==> config.mk <==
export PLATFORM = sky130hd
export DESIGN_NAME = loadmem_arb_flat
export DESIGN_NICKNAME = d
export VERILOG_FILES = /design/src/rtl/loadmem_arb_if.sv /design/src/rtl/loadmem_arb.sv /design/src/flat_wrapper.sv
export SDC_FILE = /design/constraint.sdc
export NUM_CORES = 1
export LEC_CHECK = 0
export CAP_MARGIN = 20
export CORE_UTILIZATION = 40
export DETAILED_ROUTE_END_ITERATION = 8
export GPL_TIMING_DRIVEN = 1
export PLACE_DENSITY_LB_ADDON = 0.05
export SKIP_LAST_GASP = 1
export SLEW_MARGIN = 20
export SYNTH_ARGS = -nofsm -noshare
export SYNTH_HDL_FRONTEND = slang
export SYNTH_SLANG_ARGS = --single-unit
==> constraint.sdc <==
create_clock -name clk -period 4.3 [get_ports clk]
set_clock_uncertainty 0.05 [all_clocks]
set_input_delay 0.86 -clock clk [delete_from_list [all_inputs] [get_ports clk]]
set_output_delay 0.86 -clock clk [all_outputs]
set_load 0.01 [all_outputs]
==> src/rtl/loadmem_arb_if.sv <==
// loadmem_arb_if: loader stream, CPU port and RAM port bundle for loadmem_arb
interface loadmem_arb_if #(parameter int AW = 13, parameter int DW = 16, parameter int DEPTH = 4);
  logic ld_we;
  logic [31:0] ld_addr;
  logic [31:0] ld_data;
  logic cpu_hold;
  logic cpu_re;
  logic cpu_we;
  logic [AW-1:0] cpu_addr;
  logic [DW-1:0] cpu_wdata;
  logic cpu_stall;
  logic [DW-1:0] cpu_rdata;
  logic [AW-1:0] mem_addr;
  logic mem_we;
  logic [DW-1:0] mem_wdata;
  logic [DW-1:0] mem_rdata;
  logic [1:0] err;
  logic err_clr;
  logic [$clog2(DEPTH):0] fifo_cnt;
  modport slave (
    input ld_we, ld_addr, ld_data, cpu_hold, cpu_re, cpu_we, cpu_addr, cpu_wdata, mem_rdata, err_clr,
    output cpu_stall, cpu_rdata, mem_addr, mem_we, mem_wdata, err, fifo_cnt
  );
  modport master (
    output ld_we, ld_addr, ld_data, cpu_hold, cpu_re, cpu_we, cpu_addr, cpu_wdata, mem_rdata, err_clr,
    input cpu_stall, cpu_rdata, mem_addr, mem_we, mem_wdata, err, fifo_cnt
  );
endinterface

==> src/rtl/loadmem_arb.sv <==
// loadmem_arb: shares the RAM port between the CPU and a FIFO-buffered loader write stream
module loadmem_arb #(
  parameter int AW = 13,
  parameter int DW = 16,
  parameter int DEPTH = 4,
  parameter int MAXWAIT = 7
) (
  input logic clk,
  input logic reset_n,
  loadmem_arb_if.slave bus
);
  localparam int PW = $clog2(DEPTH);
  logic [AW+DW-1:0] fifo [DEPTH];
  logic [PW-1:0] wr_ptr, rd_ptr;
  logic [PW:0] cnt;
  logic [7:0] starve;
  logic [1:0] err;
  logic cpu_req, empty, full, addr_ok, ld_grant, push, ovf, bad;
  logic [AW-1:0] head_addr;
  logic [DW-1:0] head_data;
  logic unused;
  assign unused = ^{bus.ld_addr[0], bus.ld_data[31:DW]};
  always_comb begin
    cpu_req = bus.cpu_re | bus.cpu_we;
    empty = cnt == '0;
    full = cnt == (PW+1)'(DEPTH);
    addr_ok = bus.ld_addr[31:AW+1] == '0;
    ld_grant = !empty && (bus.cpu_hold || !cpu_req || starve == 8'(MAXWAIT));
    push = bus.ld_we && addr_ok && (!full || ld_grant);
    ovf = bus.ld_we && addr_ok && full && !ld_grant;
    bad = bus.ld_we && !addr_ok;
    {head_addr, head_data} = fifo[rd_ptr];
  end
  assign bus.cpu_stall = cpu_req & ld_grant;
  assign bus.cpu_rdata = bus.mem_rdata;
  assign bus.mem_addr = ld_grant ? head_addr : bus.cpu_addr;
  assign bus.mem_wdata = ld_grant ? head_data : bus.cpu_wdata;
  assign bus.mem_we = ld_grant ? 1'b1 : bus.cpu_we;
  assign bus.err = err;
  assign bus.fifo_cnt = cnt;
  // Storage needs no reset: occupancy and pointers define what is valid
  always_ff @(posedge clk)
    if (push) fifo[wr_ptr] <= {bus.ld_addr[AW:1], bus.ld_data[DW-1:0]};
  always_ff @(posedge clk or negedge reset_n)
    if (!reset_n) begin
      wr_ptr <= '0;
      rd_ptr <= '0;
      cnt <= '0;
      starve <= '0;
      err <= '0;
    end else begin
      wr_ptr <= wr_ptr + PW'(push);
      rd_ptr <= rd_ptr + PW'(ld_grant);
      cnt <= cnt + (PW+1)'(push) - (PW+1)'(ld_grant);
      starve <= (empty || ld_grant) ? '0 : starve + 8'(starve != 8'(MAXWAIT));
      err <= (err & {2{!bus.err_clr}}) | {bad, ovf};
    end
endmodule
==> src/flat_wrapper.sv <==
// flat-port wrapper written by rule: the top's interface ports become plain ports
module loadmem_arb_flat 
#(
  parameter int AW = 13,
  parameter int DW = 16,
  parameter int DEPTH = 4,
  parameter int MAXWAIT = 7
)
  (clk, reset_n, bus_ld_we, bus_ld_addr, bus_ld_data, bus_cpu_hold, bus_cpu_re, bus_cpu_we, bus_cpu_addr, bus_cpu_wdata, bus_mem_rdata, bus_err_clr, bus_cpu_stall, bus_cpu_rdata, bus_mem_addr, bus_mem_we, bus_mem_wdata, bus_err, bus_fifo_cnt);
  loadmem_arb_if #(.AW(AW), .DW(DW), .DEPTH(DEPTH)) bus_i ();
  input logic clk;
  input logic reset_n;
  input wire logic [$bits(bus_i.ld_we)-1:0] bus_ld_we;
  input wire logic [$bits(bus_i.ld_addr)-1:0] bus_ld_addr;
  input wire logic [$bits(bus_i.ld_data)-1:0] bus_ld_data;
  input wire logic [$bits(bus_i.cpu_hold)-1:0] bus_cpu_hold;
  input wire logic [$bits(bus_i.cpu_re)-1:0] bus_cpu_re;
  input wire logic [$bits(bus_i.cpu_we)-1:0] bus_cpu_we;
  input wire logic [$bits(bus_i.cpu_addr)-1:0] bus_cpu_addr;
  input wire logic [$bits(bus_i.cpu_wdata)-1:0] bus_cpu_wdata;
  input wire logic [$bits(bus_i.mem_rdata)-1:0] bus_mem_rdata;
  input wire logic [$bits(bus_i.err_clr)-1:0] bus_err_clr;
  output wire logic [$bits(bus_i.cpu_stall)-1:0] bus_cpu_stall;
  output wire logic [$bits(bus_i.cpu_rdata)-1:0] bus_cpu_rdata;
  output wire logic [$bits(bus_i.mem_addr)-1:0] bus_mem_addr;
  output wire logic [$bits(bus_i.mem_we)-1:0] bus_mem_we;
  output wire logic [$bits(bus_i.mem_wdata)-1:0] bus_mem_wdata;
  output wire logic [$bits(bus_i.err)-1:0] bus_err;
  output wire logic [$bits(bus_i.fifo_cnt)-1:0] bus_fifo_cnt;
  assign bus_i.ld_we = bus_ld_we;
  assign bus_i.ld_addr = bus_ld_addr;
  assign bus_i.ld_data = bus_ld_data;
  assign bus_i.cpu_hold = bus_cpu_hold;
  assign bus_i.cpu_re = bus_cpu_re;
  assign bus_i.cpu_we = bus_cpu_we;
  assign bus_i.cpu_addr = bus_cpu_addr;
  assign bus_i.cpu_wdata = bus_cpu_wdata;
  assign bus_i.mem_rdata = bus_mem_rdata;
  assign bus_i.err_clr = bus_err_clr;
  assign bus_cpu_stall = bus_i.cpu_stall;
  assign bus_cpu_rdata = bus_i.cpu_rdata;
  assign bus_mem_addr = bus_i.mem_addr;
  assign bus_mem_we = bus_i.mem_we;
  assign bus_mem_wdata = bus_i.mem_wdata;
  assign bus_err = bus_i.err;
  assign bus_fifo_cnt = bus_i.fifo_cnt;
  loadmem_arb #(.AW(AW), .DW(DW), .DEPTH(DEPTH), .MAXWAIT(MAXWAIT)) u_core (.clk(clk), .reset_n(reset_n), .bus(bus_i));
endmodule
* Word-level counts from Yosys, hierarchy flattened
Memory sizes are Yosys's and may differ from the RTL's. Cells that the tools add are included.
Storage, ports and cells: register bits 17, memories kept 1, output and inout port bits 52, input port bits 116, logic and storage cells 42, bits in writable memories 116
Operators by class: $add $sub $neg 5, reduce and logical (&&, ||, !) cells 18, equal/unequal tests 3, multiplexer cells 6, bitwise gates (word level) 4
Memories:
- u_core.fifo | depth 4, bits a word 29, rd ports 1, clocked after Yosys merged registers in 0, write ports 1, RTL line loadmem_arb.sv:13 | logic [AW+DW-1:0] fifo [DEPTH];
Operators by type and width (number):
- 18-bit zero test | 1
- 16-bit 2-to-1 mux | 1
- 13-bit 2-to-1 mux | 1
- 8-bit by 1-bit adder with 8-bit output | 1
- 8-bit by 3-bit == test with 1-bit output (second input constant) | 1
- 8-bit 2-to-1 mux | 1
- 8-bit by 3-bit != test with 1-bit output (second input constant) | 1
- 1-bit logical AND | 6
- 1-bit zero test | 6
- 2-bit by 1-bit adder with 2-bit output | 2
- 1-bit logical OR | 4
- 3-bit by 1-bit adder with 3-bit output | 1
- 3-bit == test (second input constant) | 1
- 3-bit zero test | 1
- 1-bit 2-to-1 mux | 3
- 3-bit by 1-bit subtractor with 3-bit output | 1
- 2-bit bitwise AND | 1
- 2-bit bitwise OR | 1
- 1-bit bitwise AND | 1
- 1-bit bitwise OR | 1

* Depth between registers and ports, before layout
depth after elaboration 9, mapped depth 11, gate-level depth less buffers 10

* Least setup slack after synthesis
OpenSTA, ideal clock, no wires.
path kind input -> register, start in bus_ld_addr[15], end mem u_core.fifo[0][0] (netlist name) (enable), data required time 3.793 ns, slack -0.076 ns, stages 4, setup time 0.457 ns, path buffers 0, data arrival time 3.868 ns, path through nor4_1 -> nand3_1 -> a311oi_2 -> nor3b_1
On the way: word-level cells in the longest chain between the ends 5
RTL lines:
- from (decl) | RTL line flat_wrapper.sv:14 | input wire logic [$bits(bus_i.ld_addr)-1:0] bus_ld_addr;
- 18-bit zero test | RTL line loadmem_arb.sv:27 | addr_ok = bus.ld_addr[31:AW+1] == '0;
- 1-bit logical AND (2 in series) | RTL line loadmem_arb.sv:29 | push = bus.ld_we && addr_ok && (!full || ld_grant);
- 1-bit 2-to-1 mux | RTL line loadmem_arb.sv:43 | if (push) fifo[wr_ptr] <= {bus.ld_addr[AW:1], bus.ld_data[DW-1:0]};
- 1-bit 2-to-1 mux (implied by the code) | RTL line loadmem_arb.sv:43
- to (decl) | RTL line loadmem_arb.sv:13
No other way between the ends.

* Final worst setup path
start in bus_cpu_we, end out bus_mem_addr[2]
On the way: word-level cells in the longest chain between the ends 6
RTL lines:
- from (decl) | RTL line flat_wrapper.sv:18 | input wire logic [$bits(bus_i.cpu_we)-1:0] bus_cpu_we;
- 1-bit bitwise OR | RTL line loadmem_arb.sv:24 | cpu_req = bus.cpu_re | bus.cpu_we;
- 1-bit zero test | RTL line loadmem_arb.sv:28 | ld_grant = !empty && (bus.cpu_hold || !cpu_req || starve == 8'(MAXWAIT));
- 1-bit logical OR (2 in series) | RTL line loadmem_arb.sv:28
- 1-bit logical AND | RTL line loadmem_arb.sv:28
- 13-bit 2-to-1 mux | RTL line loadmem_arb.sv:36 | assign bus.mem_addr = ld_grant ? head_addr : bus.cpu_addr;
- to (decl) | RTL line flat_wrapper.sv:25 | output wire logic [$bits(bus_i.mem_addr)-1:0] bus_mem_addr;
No other way between the ends.

==> flow_metrics.tcl <==
set metrics [dict create \
    post-route-drc-count 0 \
    hold_viol_final 0 \
    setup_viol 0 \
    syn_area_um2 5640 \
    vias 2947 \
    required_ns 3.39 \
    yosysWarnings 0 \
    cts.hold.buffers_added 0 \
    cts.clk_slew.worst_paths_ns 0.05 \
    fin_crit_ns 3.87 \
    power.density_nw_per_um2 555 \
    vdd_drop_max_uv 274 \
    cp_cell_sequence "clkdlybuf4s50_1 > nor2_1 > a211oi_4 > nor2_4 > buf_4 > mux2_1 > clkdlybuf4s50_1" \
    maxCapViolations 0 \
    p_leak_nw 2.69 \
    die-area_um2 14600 \
    finalSetupTns_ns 0 \
    dr.first_iter.drc_count 119 \
    antenna-diode-count 0 \
    synth_top_area_cell "edfxtp_1" \
    cts_buffers 17 \
    synthFlopType "edfxtp_1" \
    async_reset_ff_share_pct 12.8 \
    cp_max_fo 16 \
    initial_core_util_pct 40.8 \
    insertion_delay_ns 0.41 \
    synth-edff-count 116 \
    power_mw 4.21 \
    cts_setup_buffers 0 \
    grt_pass1_vias 3101 \
    vias_per_cell 4.92 \
    design_area_um2 7590 \
    first_pass_iters 4 \
    coreArea_um2 13800 \
    crit_arrival_ns 2.96 \
    syn_area_per_cell_um2 19.8 \
    postLayoutCoreUtil_pct 54.9 \
    clk_path_buf_depth 2 \
    ant_nets 0 \
    min_period_over_period_pct 89.9 \
    num_rows 43 \
    wirelength_um 10300 \
    antenna_found_initial 0 \
    mostFrequentLayoutCells "clkdlybuf4s50_1 (118), edfxtp_1 (116), mux4_2 (29)" \
    critPathBufInv 3 \
    max-slew-margin-rel_pct 47.1 \
    ys_seq_area_share_pct 69.3 \
    ys_seq_elements 133 \
    syn-instance-count 284 \
    hpwl_um 6520 \
    startpoint_type "input pin" \
    chipWidth_um 121 \
    min_path_type "reg2reg" \
    drive_gt1_share_pct 25.1 \
    synth_top_area_share_pct 61.8 \
    cts_tree "yes" \
    critPathCaptureType "output pin" \
    slowest_stage "clkdlybuf4s50_1" \
    wl_per_cell_um 17.2 \
    globalRouteOverflowTotal 0 \
    grt_pass1_wl_um 16200 \
    tightest_slew_ns 0.791 \
    root_buffer "clkbuf_16" \
    slowest_delay_ns 0.48 \
    path_class "in2out" \
    grt_max_degree 31 \
    rsz0062_at_grt "false" \
    place_congestion 0.693 \
    synth.top_cells.by_area "edfxtp_1 (62%), mux4_2 (12%), dfrtp_1 (7.5%)" \
    nNetsFinal 529 \
    layout_commonest_cell "clkdlybuf4s50_1" \
    areaGrowthSynthToFinish_pct 34.7 \
    placed_cell_area_um2 6980 \
    portBuffers 118 \
    cts_resized 0 \
    timing.critical_path.mode_cell "clkdlybuf4s50_1" \
    htreeDepth 4 \
    cts.sinks 133 \
    syn_nets 407 \
    grt.total_usage_pct 15.5 \
    fmax_mhz 259 \
    synth.distinct_cells 32 \
    dp_cells 567 \
    final_max_slew_viol_count 0 \
    outcome "finished clean" \
    io_pins 168 \
    fillers 1106 \
    die_h_um 121 \
    crit_family "buffers and inverters" \
    final-instance-count-excl-fill 599 \
]
[state kept, by name (all words and copies together) (netlist names)]
register and cells:
u_core.wr_ptr 2, u_core.starve 8, u_core.bus.fifo_cnt 3, u_core.rd_ptr 2, u_core.fifo 116, u_core.bus.err 2
[tightest hold or removal path, cell delays in order, from the launching register on]
cell and delay, ns:
dfrtp_1 0.34, nand2b_1 0.06, o31ai_1 0.05
[cell usage after synthesis (2+ instances only)]
master,count
mux2_1,3
nor3_1,2
xor2_1,6
nand2b_1,2
o21ai_0,2
nor4_1,4
inv_1,7
nand2_1,2
nand3_1,7
ha_1,6
xnor2_1,4
clkbuf_1,5
mux4_2,29
buf_2,2
nor2_1,11
edfxtp_1,116
buf_6,3
mux2_4,25
dfrtp_1,17
buf_4,16
and3b_1,2
and3_1,3
[report_power, final]
part | leakage, nW | internal, mW | total (mW) | switching (mW)
Combinational | 1.14 | 0.783 | 1.24 | 0.452
Sequential | 1.26 | 1.44 | 1.50 | 0.0661
Clock | 0.283 | 0.960 | 1.48 | 0.516
Total | 2.69 | 3.18 | 4.21 | 1.03
[area by class of cell]
class	count	area [um2]	share of cell area (%)
flip-flops and latches	133	3910	51.5
multi-input cells	118	1540	20.3
repair buffers	129	1280	16.8
clock buffers	17	425	5.61
well taps	180	225	2.97
clock inverters	15	188	2.47
inverters	7	26.3	0.346
[logic make-up after synthesis]
| logic type | share of synthesized area, % |
|---|---|
| mux | 19.0 |
| fa+ha+maj | 1.69 |
| simple gates | 3.73 |
| compound gates | 0.932 |
| buf+inv | 3.71 |
| flops | 69.3 |
| xor+xnor | 1.55 |
[layer usage]
| metal | wire length [um] | part of all wire (%) | global-route usage (%) | vias up |
|---|---|---|---|---|
| met2 | 4920 | 48 | 25.1 | 98 |
| met4 | 188 | 1.8 | 7.10 | 0 |
| met1 | 4590 | 45 | 18.8 | 1472 |
| met5 | 0 | 0 | 0 | - |
| met3 | 600 | 5.8 | 4.91 | 21 |
| li1 | - | - | - | 1356 |
[worst paths after layout]
kind,startpoint,endpoint,slack [ns],depth (start not counted)
min in group asynchronous,reset_n,u_core.bus.err[1],0.87,1
worst min-delay path,u_core.bus.err[0],u_core.bus.err[0],0.44,2
worst max-delay path,bus_cpu_we,bus_mem_addr[2],0.43,7
worst min register to register,u_core.bus.err[0],u_core.bus.err[0],0.44,2
worst max register to register,u_core.starve[5],u_core.bus.fifo_cnt[2],1.45,12
max in group asynchronous,reset_n,u_core.rd_ptr[0],2.79,1
[stage by stage]
stage | hold WS, ns | worst slack, ns
CTS | 0.450 | 0.393
global route | 0.477 | 0.304
floorplan | 0.443 | 0.942
global placement | 0.432 | 0.418
detailed placement | 0.436 | 0.403
finish | 0.435 | 0.434
(Power assumes the default switching activity.)
